$ cat src/rtl/alu_cmd_sequencer_if.sv
// rtl/alu_cmd_sequencer_if.sv - command stream, ALU operand/result and result stream bundle
interface alu_cmd_sequencer_if #(
  parameter int WIDTH = 16
);
  logic             in_valid;
  logic             in_ready;
  logic [WIDTH-1:0] in_data;
  logic [1:0]       alu_op;
  logic [WIDTH-1:0] alu_a;
  logic [WIDTH-1:0] alu_b;
  logic [WIDTH-1:0] alu_r;
  logic             out_valid;
  logic             out_ready;
  logic [WIDTH-1:0] out_data;

  modport slave (
    input  in_valid, in_data, alu_r, out_ready,
    output in_ready, alu_op, alu_a, alu_b, out_valid, out_data
  );

  modport master (
    output in_valid, in_data, alu_r, out_ready,
    input  in_ready, alu_op, alu_a, alu_b, out_valid, out_data
  );
endinterface

$ cat src/rtl/alu_cmd_sequencer.sv
// rtl/alu_cmd_sequencer.sv - header/a/b word sequencer feeding a combinational add/sub ALU
module alu_cmd_sequencer #(
  parameter int WIDTH   = 16,
  parameter int COUNT_W = 8
) (
  input  logic               clk,
  input  logic               rst_n,
  alu_cmd_sequencer_if.slave bus,
  output logic [COUNT_W-1:0] op_count,
  output logic               busy
);

  typedef enum logic [2:0] {
    S_HDR    = 3'd0,
    S_GET_A  = 3'd1,
    S_GET_B  = 3'd2,
    S_EXEC   = 3'd3,
    S_RESULT = 3'd4
  } state_t;

  state_t           state;
  state_t           state_nxt;
  logic             in_ready;
  logic             out_valid;
  logic             in_fire;
  logic             out_fire;
  logic [1:0]       alu_op_q;
  logic [WIDTH-1:0] alu_a_q;
  logic [WIDTH-1:0] alu_b_q;
  logic [WIDTH-1:0] out_data_q;
  logic [WIDTH-1:0] acc;

  assign in_fire  = bus.in_valid && in_ready;
  assign out_fire = out_valid && bus.out_ready;

  always_ff @(posedge clk or negedge rst_n) begin
    if (!rst_n) begin
      state <= S_HDR;
    end else begin
      state <= state_nxt;
    end
  end

  always_comb begin
    state_nxt = state;
    case (state)
      S_HDR:    if (in_fire) state_nxt = bus.in_data[2] ? S_GET_B : S_GET_A;
      S_GET_A:  if (in_fire) state_nxt = S_GET_B;
      S_GET_B:  if (in_fire) state_nxt = S_EXEC;
      S_EXEC:   state_nxt = S_RESULT;
      S_RESULT: if (out_fire) state_nxt = S_HDR;
      default:  state_nxt = S_HDR;
    endcase
  end

  always_comb begin
    in_ready  = 1'b0;
    out_valid = 1'b0;
    busy      = 1'b1;
    case (state)
      S_HDR: begin
        in_ready = 1'b1;
        busy     = 1'b0;
      end
      S_GET_A:  in_ready  = 1'b1;
      S_GET_B:  in_ready  = 1'b1;
      S_RESULT: out_valid = 1'b1;
      default: ;
    endcase
  end

  // Chained headers pull operand a from the last result on the header edge itself.
  always_ff @(posedge clk or negedge rst_n) begin
    if (!rst_n) begin
      alu_op_q   <= '0;
      alu_a_q    <= '0;
      alu_b_q    <= '0;
      out_data_q <= '0;
      acc        <= '0;
      op_count   <= '0;
    end else begin
      if (in_fire && state == S_HDR) begin
        alu_op_q <= bus.in_data[1:0];
        if (bus.in_data[2]) alu_a_q <= acc;
      end
      if (in_fire && state == S_GET_A) alu_a_q <= bus.in_data;
      if (in_fire && state == S_GET_B) alu_b_q <= bus.in_data;
      if (state == S_EXEC) begin
        out_data_q <= bus.alu_r;
        acc        <= bus.alu_r;
      end
      if (out_fire) op_count <= op_count + COUNT_W'(1);
    end
  end

  assign bus.in_ready  = in_ready;
  assign bus.out_valid = out_valid;
  assign bus.out_data  = out_data_q;
  assign bus.alu_op    = alu_op_q;
  assign bus.alu_a     = alu_a_q;
  assign bus.alu_b     = alu_b_q;

endmodule

$ cat src/flat_wrapper.sv
// flat-port wrapper written by rule: the top's interface ports become plain ports
module alu_cmd_sequencer_flat 
#(
  parameter int WIDTH   = 16,
  parameter int COUNT_W = 8
)
  (clk, rst_n, op_count, busy, bus_in_valid, bus_in_data, bus_alu_r, bus_out_ready, bus_in_ready, bus_alu_op, bus_alu_a, bus_alu_b, bus_out_valid, bus_out_data);
  alu_cmd_sequencer_if #(.WIDTH(WIDTH)) bus_i ();
  input  logic clk;
  input  logic rst_n;
  output logic [COUNT_W-1:0] op_count;
  output logic busy;
  input wire logic [$bits(bus_i.in_valid)-1:0] bus_in_valid;
  input wire logic [$bits(bus_i.in_data)-1:0] bus_in_data;
  input wire logic [$bits(bus_i.alu_r)-1:0] bus_alu_r;
  input wire logic [$bits(bus_i.out_ready)-1:0] bus_out_ready;
  output wire logic [$bits(bus_i.in_ready)-1:0] bus_in_ready;
  output wire logic [$bits(bus_i.alu_op)-1:0] bus_alu_op;
  output wire logic [$bits(bus_i.alu_a)-1:0] bus_alu_a;
  output wire logic [$bits(bus_i.alu_b)-1:0] bus_alu_b;
  output wire logic [$bits(bus_i.out_valid)-1:0] bus_out_valid;
  output wire logic [$bits(bus_i.out_data)-1:0] bus_out_data;
  assign bus_i.in_valid = bus_in_valid;
  assign bus_i.in_data = bus_in_data;
  assign bus_i.alu_r = bus_alu_r;
  assign bus_i.out_ready = bus_out_ready;
  assign bus_in_ready = bus_i.in_ready;
  assign bus_alu_op = bus_i.alu_op;
  assign bus_alu_a = bus_i.alu_a;
  assign bus_alu_b = bus_i.alu_b;
  assign bus_out_valid = bus_i.out_valid;
  assign bus_out_data = bus_i.out_data;
  alu_cmd_sequencer #(.WIDTH(WIDTH), .COUNT_W(COUNT_W)) u_core (.clk(clk), .rst_n(rst_n), .bus(bus_i), .op_count(op_count), .busy(busy));
endmodule
$ cat config.mk
export PLATFORM = sky130hd
export DESIGN_NAME = alu_cmd_sequencer_flat
export DESIGN_NICKNAME = d
export VERILOG_FILES = /design/src/rtl/alu_cmd_sequencer_if.sv /design/src/rtl/alu_cmd_sequencer.sv /design/src/flat_wrapper.sv
export SDC_FILE = /design/constraint.sdc
export NUM_CORES = 1
export LEC_CHECK = 0
export CELL_PAD_IN_SITES_DETAIL_PLACEMENT = 1
export CELL_PAD_IN_SITES_GLOBAL_PLACEMENT = 1
export CORE_MARGIN = 5
export CORE_UTILIZATION = 30
export DETAILED_ROUTE_END_ITERATION = 10
export HOLD_SLACK_MARGIN = 0.02
export PLACE_DENSITY = 0.74
export REMOVE_ABC_BUFFERS = 1
export SYNTH_ARGS = -nofsm -noshare
export SYNTH_HDL_FRONTEND = slang
export SYNTH_SLANG_ARGS = --single-unit
$ cat constraint.sdc
create_clock -name clk -period 1.36 [get_ports clk]
set_input_delay 0.204 -clock clk [delete_from_list [all_inputs] [get_ports clk]]
set_output_delay 0.204 -clock clk [all_outputs]
set_load 0.02 [all_outputs]
==> results.txt <==
* Outcome: finished, violations left
- Violations in the final reports: setup timing
* Final critical delay including setup and external delays: between 1.5 and 2 ns
- Per-instance average area after synthesis: 12.5 um2
- Clock network latency to the later pin of the worst-skew pair: 0.33 ns
- For this run, design rule violations remaining after detail routing come to 0.
- GRT Max-Usage Layer: met2
- Across the run, the number of max-cap violations was 0.
- Global routing consumed, on the met2 layer, between 20% and 30% of the routing resources.
* Global-route congestion overflow total: 0
* Required time of the worst setup path: 1.56 ns
* Area growth from synthesis to layout: 71.7%
- Setup repair after global routing could not meet its margin everywhere.
- Drt via density: a little over 5
- Once placement finished, the instance area stood at roughly 0.0040 mm2.
- Relative contribution of sequential cells to total power: 29.7%
* Highest ir drop seen on vdd: 921 uV
* Inserted Clock Buffers: 9
* Final setup margin: -0.231 ns
- Counting every instance in the synthesized netlist gives 219.
- Entering global routing, the biggest net connects 62 pins.
* Deepest clock path buffer count: 2
- In this run the standard cell core region covers 0.00881 mm2.
- The critical path in this run is classified as reg -> reg.
- In the final layout, the share of cells above drive strength 1 is between 40% and 50%.
* Leak: around 2.2 nW
- The floorplan step set the die width to 106 um.
- The clock network is responsible for 14.6% of the overall power.
- The worst register-to-register path begins at u_core.state[0].
- In this run switching power makes up about 40% of total power.
* Placed Cells: between 400 and 500
- Post-layout instance count excluding filler cells: 465
* Count of nets after finishing: 389
- The total count of max-transition violations in the final report is 0.
- Kind of start point of the critical path: flip-flop
- Detailed routing inserted a total of 2392 vias.
- Largest area contributor in the netlist: sky130_fd_sc_hd__dfrtp_1
- Clock tree sinks: 61
- Along the worst path, the maximum fanout reaches 8.
* Internal reg-to-reg setup slack: -0.23 ns
- Met1 Track Usage GR: 19.4%
- Headroom to the max-slew limit came out at 77.8%.
- Across the routed clock network, the largest skew measured is 0.00943 ns.
* Final instance area: 0.00471 mm2
- The first detailed-routing pass ran for 6 iterations.
- Post-synthesis instance area: 0.00274 mm2
- Counting flops with a built-in enable in the synthesized netlist gives 0.
- RePlAce Congestion: approximately 0.71
- After synthesis, the share of flip-flops with an asynchronous set or reset is 100%.
- At the pin with the least slew margin, the transition time is roughly 0.33 ns.
* Power Dens Cells: 2500 mW/mm2
* CTS Root Cell: sky130_fd_sc_hd__clkbuf_8
- Register bit total from synthesis: 61
* Synth Warn #: 0
- Die Outline Area: roughly 0.011 mm2
- Arrival time of the worst setup path: around 1.8 ns
- Portion of synthesized cell area occupied by the leading cell type: 55.7%
- In the post-synthesis netlist, the cell with the most instances is sky130_fd_sc_hd__dfrtp_1.
- Register-to-Register Path Depth: 4
- Combinational logic burns 55.7% of the power.
* Number of nets with antenna violations after routing: 0
- TritonCTS built the clock tree.
- Once the floorplan was initialized, standard cells occupied a little under a third of the core.
* Initial antenna violation count: 0
* Class of the worst hold path: in -> async
* Power Internal: 7.06 mW
- Setup violations remaining at the end of the flow were counted as 60.
* Clock-pin slew reported for the worst setup and hold paths after clock tree synthesis: 0.07 ns
- Distinct cell type count of the synthesized netlist: 36
- Fin. Hold Viols: 0
- Summed over all nets, the switching power comes to roughly 4.7 mW.
- The count of buffers added on input and output ports is 96.
- Dominant register cell in the synthesized netlist: sky130_fd_sc_hd__dfrtp_1
- Number of core rows: 34
- The clock tree synthesis step divided the H-tree into 3 levels.
* Chip Height: 106 um
- Final core area utilization: between 50 and 60%
* Grt met3 use: 4.28%
- The worst register-to-register path ends at u_core.bus.alu_b[13].
- Period utilization: 117%
- Crit end category: flip-flop
- Ranked by instance count, the synthesized netlist is headed by sky130_fd_sc_hd__dfrtp_1, sky130_fd_sc_hd__nand3_1, sky130_fd_sc_hd__nand2_1, sky130_fd_sc_hd__mux2_2, sky130_fd_sc_hd__a32oi_1.
- The first global-routing pass estimated 13900 um of wire.
* Highest attainable clock frequency: 0.629 GHz
* Wire length after detailed routing: 9240 um
- Summed over all nets, the half-perimeter wirelength after detailed placement is 6110 um.
- After synthesis, the cell types taking the most area are sky130_fd_sc_hd__dfrtp_1, sky130_fd_sc_hd__mux2_2, sky130_fd_sc_hd__nand3_1, sky130_fd_sc_hd__mux2_4, sky130_fd_sc_hd__a32oi_1.
- Vias in the first global route: 2562
* Average routed wire per standard cell: 19.9 um
- Of the synthesized area, sequential elements account for ~56%.
* Combined global-route utilization of all metal layers: 15.7%
- In this run the count of I/O pins placed on the die edge is 97.
- Post-route worst hold slack: approximately 0.41 ns
- Iter 0 DRT Violations: 66
- The number of antenna diodes in the final layout is 0.
==> worst max path at each step <==
stage / slack, ns / to / depth (start not counted) / startpoint
after global placement: -0.38 / u_core.bus.alu_b[15] / 4 / bus_in_valid
final: -0.23 / u_core.bus.alu_b[13] / 4 / u_core.state[0]
after floorplan: -0.78 / u_core.bus.alu_b[10] / 2 / u_core.state[0]
after detailed placement: -0.42 / u_core.bus.alu_b[12] / 4 / bus_in_valid
after CTS: -0.22 / u_core.bus.alu_b[8] / 4 / u_core.state[0]
after global routing: -0.31 / u_core.bus.alu_b[8] / 4 / u_core.state[0]
==> cell type report <==
type	count	area, um2
inverters	3	11.3
clock inverters	4	72.6
repair buffers	138	1370
multi-input cells	139	1460
well taps	108	135
fillers	928	4100
clock buffers	12	135
flip-flops and latches	61	1530
==> critical path, stage by stage (launching register included) <==
cell and delay, ns:
sky130_fd_sc_hd__dfrtp_2 0.46, sky130_fd_sc_hd__buf_6 0.14, sky130_fd_sc_hd__nor4bb_4 0.33, sky130_fd_sc_hd__buf_6 0.23, sky130_fd_sc_hd__mux2_4 0.31
==> per-layer routing <==
metal | vias to the layer above | share of wire [%]
li1 | 1065 | -
met1 | 1240 | 41
met2 | 79 | 53
met3 | 8 | 5.7
met4 | 0 | 0.70
met5 | - | 0
==> placed cells by master (no fill, tap or decap), types with 3 or more instances in the layout <==
cell / count
sky130_fd_sc_hd__a32oi_1: 15
sky130_fd_sc_hd__buf_12: 5
sky130_fd_sc_hd__buf_4: 19
sky130_fd_sc_hd__buf_6: 15
sky130_fd_sc_hd__clkbuf_1: 3
sky130_fd_sc_hd__clkbuf_8: 9
sky130_fd_sc_hd__clkdlybuf4s15_1: 12
sky130_fd_sc_hd__clkdlybuf4s50_1: 34
sky130_fd_sc_hd__dfrtp_1: 58
sky130_fd_sc_hd__dfrtp_2: 3
sky130_fd_sc_hd__dlygate4sd2_1: 44
sky130_fd_sc_hd__mux2_4: 34
sky130_fd_sc_hd__nand2_1: 6
sky130_fd_sc_hd__nand2_2: 5
sky130_fd_sc_hd__nand2_4: 13
sky130_fd_sc_hd__nand3_1: 17
sky130_fd_sc_hd__nand3_2: 16
sky130_fd_sc_hd__xnor2_1: 4
sky130_fd_sc_hd__xor2_1: 3
==> flip-flops by register name (all words and copies together), names as in the netlist <==
register / cells
u_core.bus.alu_a: 16
u_core.bus.alu_b: 16
u_core.bus.out_data: 16
u_core.op_count: 8
u_core.state: 3
u_core.bus.alu_op: 2
==> power groups by stage <==
stage               combinational [mW]  sequential (mW)  clock (mW)
floorplan                         1.73             4.35           0
global placement                  5.62             3.37           0
detailed placement                5.79             3.42           0
CTS                               5.63             3.38        1.78
global route                      6.91             3.63        1.85
finish                            6.56             3.50        1.71
==> kinds of logic after synthesis <==
| group | count (synthesis) | synth area share, % |
|---|---|---|
| flops | 61 | 55.7 |
| buf+inv | 19 | 4.43 |
| simple gates | 77 | 15.9 |
| compound gates | 20 | 5.93 |
| fa+ha+maj | 1 | 0.456 |
| mux | 34 | 15.3 |
| xor+xnor | 7 | 2.24 |
==> metrics by stage <==
stage	setup slack (ns)	setup TNS [ns]	power, mW
after floorplan	-0.777	-23.84	6.08
after global placement	-0.379	-14.57	8.99
after detailed placement	-0.416	-16.68	9.21
after CTS	-0.222	-8.60	10.8
after global routing	-0.313	-13.27	12.4
final	-0.231	-10.23	11.8
==> repair_timing <==
action,in CTS,in global routing
cloned,0,2
pin swaps,4,27
resized for setup,106,91
endpoints found under the hold margin,61,0
setup buffers,5,6
setup endpoints to repair,114,65
hold buffers,1,0
Note: power is estimated with default switching activity, not from simulation.
